`src/rtl/actor_trigger_ctrl_if.sv`:
```
// Signal bundle between one actor trigger and its surroundings: the
// network control handshake, the actor core handshake and the peer
// synchronisation wires. The trigger uses the slave view and whatever
// drives it (network glue or a bench) uses the master view.
interface actor_trigger_ctrl_if;
  logic        ap_start;
  logic        ap_idle;
  logic        ap_done;
  logic        ap_ready;
  logic        actor_start;
  logic        actor_done;
  logic [31:0] actor_return;
  logic        all_sleep;
  logic        all_sync_done;
  logic        any_sync_exec;
  logic        sleep;
  logic        sync_done;
  logic        sync_exec;
  logic [2:0]  state_out;

  modport master (
    output ap_start, actor_done, actor_return,
           all_sleep, all_sync_done, any_sync_exec,
    input  ap_idle, ap_done, ap_ready, actor_start,
           sleep, sync_done, sync_exec, state_out
  );

  modport slave (
    input  ap_start, actor_done, actor_return,
           all_sleep, all_sync_done, any_sync_exec,
    output ap_idle, ap_done, ap_ready, actor_start,
           sleep, sync_done, sync_exec, state_out
  );
endinterface

```
`src/rtl/actor_trigger_ctrl.sv`:
```
// Per-actor trigger: repeatedly launches one HLS actor, puts it to sleep
// when it stops making progress, and joins a network-wide sync round to
// decide whether the whole dataflow network has gone quiet.
module actor_trigger_ctrl #(
  parameter logic [15:0] SLEEP_TIMEOUT = 16'd64,
  parameter int          TIMER_WIDTH   = 16
) (
  input  logic                 ap_clk,
  input  logic                 ap_rst_n,
  actor_trigger_ctrl_if.slave  bus
);

  typedef enum logic [2:0] {
    IDLE_STATE  = 3'd0,
    LAUNCH      = 3'd1,
    CHECK       = 3'd2,
    SLEEP       = 3'd3,
    SYNC_LAUNCH = 3'd4,
    SYNC_CHECK  = 3'd5,
    SYNC_WAIT   = 3'd6,
    SYNC_EXEC   = 3'd7
  } state_t;

  localparam logic [1:0] RET_IDLE = 2'd0;
  localparam logic [1:0] RET_WAIT = 2'd1;
  localparam logic [1:0] RET_TEST = 2'd2;
  localparam logic [1:0] RET_EXEC = 2'd3;

  localparam logic [TIMER_WIDTH-1:0] TIMEOUT = TIMER_WIDTH'(SLEEP_TIMEOUT);

  state_t                  state_q, state_d;
  logic [TIMER_WIDTH-1:0]  cnt_q, cnt_d;
  logic [1:0]              ret_q, ret_d;
  logic                    flag_q, flag_d;
  logic                    done_q, done_d;
  logic [1:0]              ret_code;

  // Fold out-of-range return codes onto WAIT so the rest of the logic
  // only ever sees the four defined codes.
  always_comb begin
    ret_code = RET_WAIT;
    if (bus.actor_return <= 32'd3) begin
      ret_code = bus.actor_return[1:0];
    end
  end

  // Next-state logic plus updates of the sleep counter, the registered
  // return code, the sync-progress flag and the quiescence pulse.
  always_comb begin
    state_d = state_q;
    cnt_d   = cnt_q;
    ret_d   = ret_q;
    flag_d  = flag_q;
    done_d  = 1'b0;
    unique case (state_q)
      IDLE_STATE: begin
        if (bus.ap_start) state_d = LAUNCH;
      end
      LAUNCH: begin
        if (bus.actor_done && ret_code != RET_EXEC) begin
          ret_d   = ret_code;
          state_d = CHECK;
        end
      end
      CHECK: begin
        if (ret_q == RET_TEST) begin
          state_d = LAUNCH;
        end else begin
          cnt_d   = '0;
          state_d = SLEEP;
        end
      end
      SLEEP: begin
        if (cnt_q != '1) cnt_d = cnt_q + 1'b1;
        if (bus.all_sleep) begin
          state_d = SYNC_LAUNCH;
        end else if (cnt_q == TIMEOUT) begin
          state_d = LAUNCH;
        end
      end
      SYNC_LAUNCH: begin
        if (bus.actor_done) begin
          flag_d  = (ret_code == RET_EXEC);
          state_d = SYNC_CHECK;
        end
      end
      SYNC_CHECK: begin
        state_d = flag_q ? SYNC_EXEC : SYNC_WAIT;
      end
      SYNC_EXEC: begin
        if (bus.all_sync_done) state_d = LAUNCH;
      end
      SYNC_WAIT: begin
        if (bus.all_sync_done) begin
          if (bus.any_sync_exec) begin
            state_d = LAUNCH;
          end else begin
            done_d  = 1'b1;
            state_d = IDLE_STATE;
          end
        end
      end
      default: state_d = IDLE_STATE;
    endcase
  end

  // State and bookkeeping registers; reset aborts any invocation in flight.
  always_ff @(posedge ap_clk or negedge ap_rst_n) begin
    if (!ap_rst_n) begin
      state_q <= IDLE_STATE;
      cnt_q   <= '0;
      ret_q   <= RET_IDLE;
      flag_q  <= 1'b0;
      done_q  <= 1'b0;
    end else begin
      state_q <= state_d;
      cnt_q   <= cnt_d;
      ret_q   <= ret_d;
      flag_q  <= flag_d;
      done_q  <= done_d;
    end
  end

  assign bus.ap_idle     = (state_q == IDLE_STATE);
  assign bus.ap_done     = done_q;
  assign bus.ap_ready    = done_q;
  assign bus.actor_start = (state_q == LAUNCH) || (state_q == SYNC_LAUNCH);
  assign bus.sleep       = (state_q == SLEEP);
  assign bus.sync_done   = (state_q == SYNC_WAIT) || (state_q == SYNC_EXEC);
  assign bus.sync_exec   = (state_q == SYNC_EXEC);
  assign bus.state_out   = state_q;

endmodule

```
`src/flat_wrapper.sv`:
```
// flat-port wrapper written by rule: the top's interface ports become plain ports
module actor_trigger_ctrl_flat 
#(
  parameter logic [15:0] SLEEP_TIMEOUT = 16'd64,
  parameter int          TIMER_WIDTH   = 16
)
  (ap_clk, ap_rst_n, bus_ap_start, bus_actor_done, bus_actor_return, bus_all_sleep, bus_all_sync_done, bus_any_sync_exec, bus_ap_idle, bus_ap_done, bus_ap_ready, bus_actor_start, bus_sleep, bus_sync_done, bus_sync_exec, bus_state_out);
  actor_trigger_ctrl_if bus_i ();
  input  logic ap_clk;
  input  logic ap_rst_n;
  input wire logic [$bits(bus_i.ap_start)-1:0] bus_ap_start;
  input wire logic [$bits(bus_i.actor_done)-1:0] bus_actor_done;
  input wire logic [$bits(bus_i.actor_return)-1:0] bus_actor_return;
  input wire logic [$bits(bus_i.all_sleep)-1:0] bus_all_sleep;
  input wire logic [$bits(bus_i.all_sync_done)-1:0] bus_all_sync_done;
  input wire logic [$bits(bus_i.any_sync_exec)-1:0] bus_any_sync_exec;
  output wire logic [$bits(bus_i.ap_idle)-1:0] bus_ap_idle;
  output wire logic [$bits(bus_i.ap_done)-1:0] bus_ap_done;
  output wire logic [$bits(bus_i.ap_ready)-1:0] bus_ap_ready;
  output wire logic [$bits(bus_i.actor_start)-1:0] bus_actor_start;
  output wire logic [$bits(bus_i.sleep)-1:0] bus_sleep;
  output wire logic [$bits(bus_i.sync_done)-1:0] bus_sync_done;
  output wire logic [$bits(bus_i.sync_exec)-1:0] bus_sync_exec;
  output wire logic [$bits(bus_i.state_out)-1:0] bus_state_out;
  assign bus_i.ap_start = bus_ap_start;
  assign bus_i.actor_done = bus_actor_done;
  assign bus_i.actor_return = bus_actor_return;
  assign bus_i.all_sleep = bus_all_sleep;
  assign bus_i.all_sync_done = bus_all_sync_done;
  assign bus_i.any_sync_exec = bus_any_sync_exec;
  assign bus_ap_idle = bus_i.ap_idle;
  assign bus_ap_done = bus_i.ap_done;
  assign bus_ap_ready = bus_i.ap_ready;
  assign bus_actor_start = bus_i.actor_start;
  assign bus_sleep = bus_i.sleep;
  assign bus_sync_done = bus_i.sync_done;
  assign bus_sync_exec = bus_i.sync_exec;
  assign bus_state_out = bus_i.state_out;
  actor_trigger_ctrl #(.SLEEP_TIMEOUT(SLEEP_TIMEOUT), .TIMER_WIDTH(TIMER_WIDTH)) u_core (.ap_clk(ap_clk), .ap_rst_n(ap_rst_n), .bus(bus_i));
endmodule
```
`config.mk`:
```
export PLATFORM = sky130hd
export DESIGN_NAME = actor_trigger_ctrl_flat
export DESIGN_NICKNAME = d
export VERILOG_FILES = /design/src/rtl/actor_trigger_ctrl_if.sv /design/src/rtl/actor_trigger_ctrl.sv /design/src/flat_wrapper.sv
export SDC_FILE = /design/constraint.sdc
export NUM_CORES = 1
export LEC_CHECK = 0
export CORE_MARGIN = 5
export CORE_UTILIZATION = 50
export CTS_BUF_LIST = sky130_fd_sc_hd__clkbuf_2
export CTS_CLUSTER_DIAMETER = 60
export DETAILED_ROUTE_END_ITERATION = 8
export GPL_TIMING_DRIVEN = 0
export PLACE_DENSITY = 0.88
export SETUP_SLACK_MARGIN = 0.15
export SLEW_MARGIN = 15
export SYNTH_ARGS = -nofsm -noshare
export SYNTH_HDL_FRONTEND = slang
export SYNTH_SLANG_ARGS = --single-unit
```
`constraint.sdc`:
```
create_clock -name ap_clk -period 4.4 [get_ports ap_clk]
set_clock_uncertainty 0.05 [all_clocks]
set_input_delay 1.1 -clock ap_clk [delete_from_list [all_inputs] [get_ports ap_clk]]
set_output_delay 1.1 -clock ap_clk [all_outputs]
set_load 0.005 [all_outputs]
```
==> flow_summary_export.csv <==
group,metric,value,unit
place,post-place-ws,1.32,ns
route,dr.pass1.iters,4,
sta,timing.hold.ws,0.485,ns
logic_synthesis,yosys.area_share.simple,31.1,%
setup_path,r2r-start,"u_core.bus.state_out[2]",
layout,stdcell_count,246,
power_and_ir_drop,power_density,376,mW/mm^2
die,io_pins,49,
logic_synthesis,avgSynthCellArea,8.71,sq um
logic_synthesis,synth_xor_area_share,5.55,%
route,wl_per_cell,15.3,microns
place,port_buffers,48,
logic_synthesis,synthFlopType,"dfrtp_1",
layout,fillers,204,
route,route.detailed.drc,0,
setup_path,critPathMaxFanout,10,
grt,grt_max_degree,24,
logic_synthesis,netlist.area_leader.share,40.5,%
power_and_ir_drop,ir_worst_vdd,0.506,mV
cts,cts_inserted_buffers,3,
die,rows,19,
layout,diodes,0,
die,die-area,0.00401,sq mm
logic_synthesis,yosysSeqAreaShare,40.5,%
logic_synthesis,syn_inst,163,
logic_synthesis,async_flop_share,100,%
logic_synthesis,ys_ff_latch,23,
logic_synthesis,synth_edf_count,0,
setup_path,start_kind,"register",
place,place_congestion,0.897,
sta,achievable-frequency,317,MHz
route,drtIter0Drc,83,
cts,cts_root_buffer,"clkbuf_2",
cts,ctsLongestPathBuffers,2,
sta,timing.slew.headroom,66.6,%
setup_path,cpLargestDelayFamily,"buffers and inverters",
sta,finalSetupViolCount,0,
cts,clkSinkCount,23,
route,route.antenna.remaining_nets,0,
die,die_h,63.3,microns
cts,clk_pin_slew_worst_paths,0.22,ns
layout,multiInputGateArea,785,sq um
flow_run,maxCapViolations,0,
layout,final_cell_mix,"clkdlybuf4s50_1, dfrtp_1, nor2_1",
grt,antenna_found_initial,0,
setup_path,cp_cell_sequence,"clkbuf_1 -> nand2_1 -> nor2_1 -> clkdlybuf4s50_1",
min_path,hp-class,"reg -> reg",
logic_synthesis,synthAdderAreaFrac,1.76,%
grt,grt_overflow,0,
place,hpwlAfterDp,3.01,mm
grt,first_global_vias,1497,
cts,cts_resized,0,
cts,post_cts_buffers,0,
logic_synthesis,synth_top_cell_by_area,"dfrtp_1",
sta,finalCriticalPeriod,3.15,ns
die,core_area,0.00273,sq mm
setup_path,worst-path-buf-inv,2,
setup_path,cp_slowest_stage_delay,0.51,ns
cts,h-tree-depth,1,
cts,ctsHoldBuffers,0,
layout,final_common_cell,"clkdlybuf4s50_1",
layout,syn2layout_area_growth,37.6,%
sta,period_share,71.7,%
logic_synthesis,synth.cell_area,0.00142,sq mm
sta,hold_viol,0,
setup_path,slowest_stage,"dfrtp_1",
layout,final-seq-area,576,sq um
setup_path,worst_ep_arrival_time,2.00,ns
logic_synthesis,synth_compound_gate_area_share,13.9,%
power_and_ir_drop,p_leak,0.000786,uW
layout,layout-drive-gt1-share,6.05,%
setup_path,worst_ep_required_time,3.25,ns
setup_path,end_kind,"primary output",
min_path,min_from,"u_core.flag_q",
route,dr_total_vias,1434,
sta,layout_setup_ws,1.25,ns
die,start_util,51.9,%
setup_path,setup.worst_path.start,"u_core.bus.state_out[1]",
logic_synthesis,yosysWarningCount,0,
cts,clock_latency,0.33,ns
logic_synthesis,synth_top_family_by_area,"simple AND/OR/NAND/NOR gates",
outcome,status,"finished, final reports clean",
logic_synthesis,ys_types,37,
sta,rsz0062_at_grt,"false",
logic_synthesis,synthMuxAreaShare,2.91,%
logic_synthesis,syn_nets,204,
logic_synthesis,synthTopCellsByArea,"dfrtp_1, nor2_1, xnor2_1, nand2_1, nor4_1",
cts,cts_tree,"yes",
sta,tightest_slew,0.501,ns
setup_path,critical_path_class,"reg -> out",
grt,grt_pass1_wl,6.44,mm
die,die_w,63.3,microns
sta,drv_slew,0,
route,avgViaCountPerCell,5.83,
layout,final_core_util,71.5,%
route,drt-total-wl,3.76,mm
grt,track_usage,19.4,%
layout,final_nets,257,
sta,setup-tns-final,0,ns
place,dp.cells,242,
-- synth_stat cells, types with 2 or more instances --
cell type,n
dfrtp_1,23
nor2_1,21
nand2_1,17
xnor2_1,9
nor4_1,8
clkbuf_1,7
inv_1,7
a211oi_1,6
nand3_1,6
nand4_1,5
nor3_1,5
a21oi_1,4
o211ai_1,4
a31oi_1,3
and4_1,3
mux2i_1,3
o21ai_0,3
or4_1,3
a21o_1,2
ha_1,2
nor2b_1,2
nor4b_1,2
o31ai_1,2
or3_1,2
or4b_2,2
-- sequential cells by signal, summed over array words and instances, names as in the netlist --
| signal | flops |
|---|---|
| u_core.bus.ap_done | 1 |
| u_core.bus.state_out | 3 |
| u_core.cnt_q | 16 |
| u_core.flag_q | 1 |
| u_core.ret_q | 2 |
-- per-layer routing --
layer  up-vias  GRT usage [%]  share of wire [%]
met1       679           23.7                 41
li1        702              -                  -
met4         0           5.19               0.45
met2        51           34.1                 51
met5         -              0                  0
met3         2           4.44                7.1
-- worst min-delay path, cell delays in order, from the launching register on --
cell	delay [ns]
dfrtp_1	0.41
nand2_1	0.05
o21ai_0	0.06
-- through the flow --
stage	area, sq um	total power [uW]
6_report	1950	735
5_1_grt	1950	802
4_1_cts	1960	742
3_5_place_dp	1940	653
3_3_place_gp	1940	645
2_1_floorplan	1420	489
-- worst paths after layout --
kind | slack [ns] | depth (start not counted) | end
max | 1.25 | 4 | bus_sync_exec
min | 0.49 | 2 | u_core.flag_q
max reg2reg | 2.20 | 5 | u_core.cnt_q[11]
min reg2reg | 0.49 | 2 | u_core.flag_q
max in group asynchronous | 3.30 | 1 | u_core.ret_q[0]
min in group asynchronous | 0.65 | 1 | u_core.cnt_q[12]
-- where the power goes --
group / switching (uW) / leakage, uW / internal, uW
registers: 42.6 / 0.000304 / 245
clock network: 61.4 / 0.0000164 / 20.6
logic: 171 / 0.000465 / 194
total: 275 / 0.000786 / 459
-- logic make-up after synthesis --
logic type	count (synthesis)
adder cells (fa/ha/maj)	2
AO/OA/AOI/OAI	28
flip-flops	23
XOR/XNOR	9
buffers and inverters	15
AND/OR/NAND/NOR	82
multiplexers	4
-- layout make-up --
cell class | instances | share of cell area (%)
tap | 31 | 1.98
buffer | 8 | 1.73
clock inverter | 1 | 0.256
multi-input combinational | 125 | 40.1
timing repair buffer | 48 | 24.3
clock buffer | 3 | 0.768
inverter | 7 | 1.34
sequential | 23 | 29.4
Power figures use the tool's default switching activity.
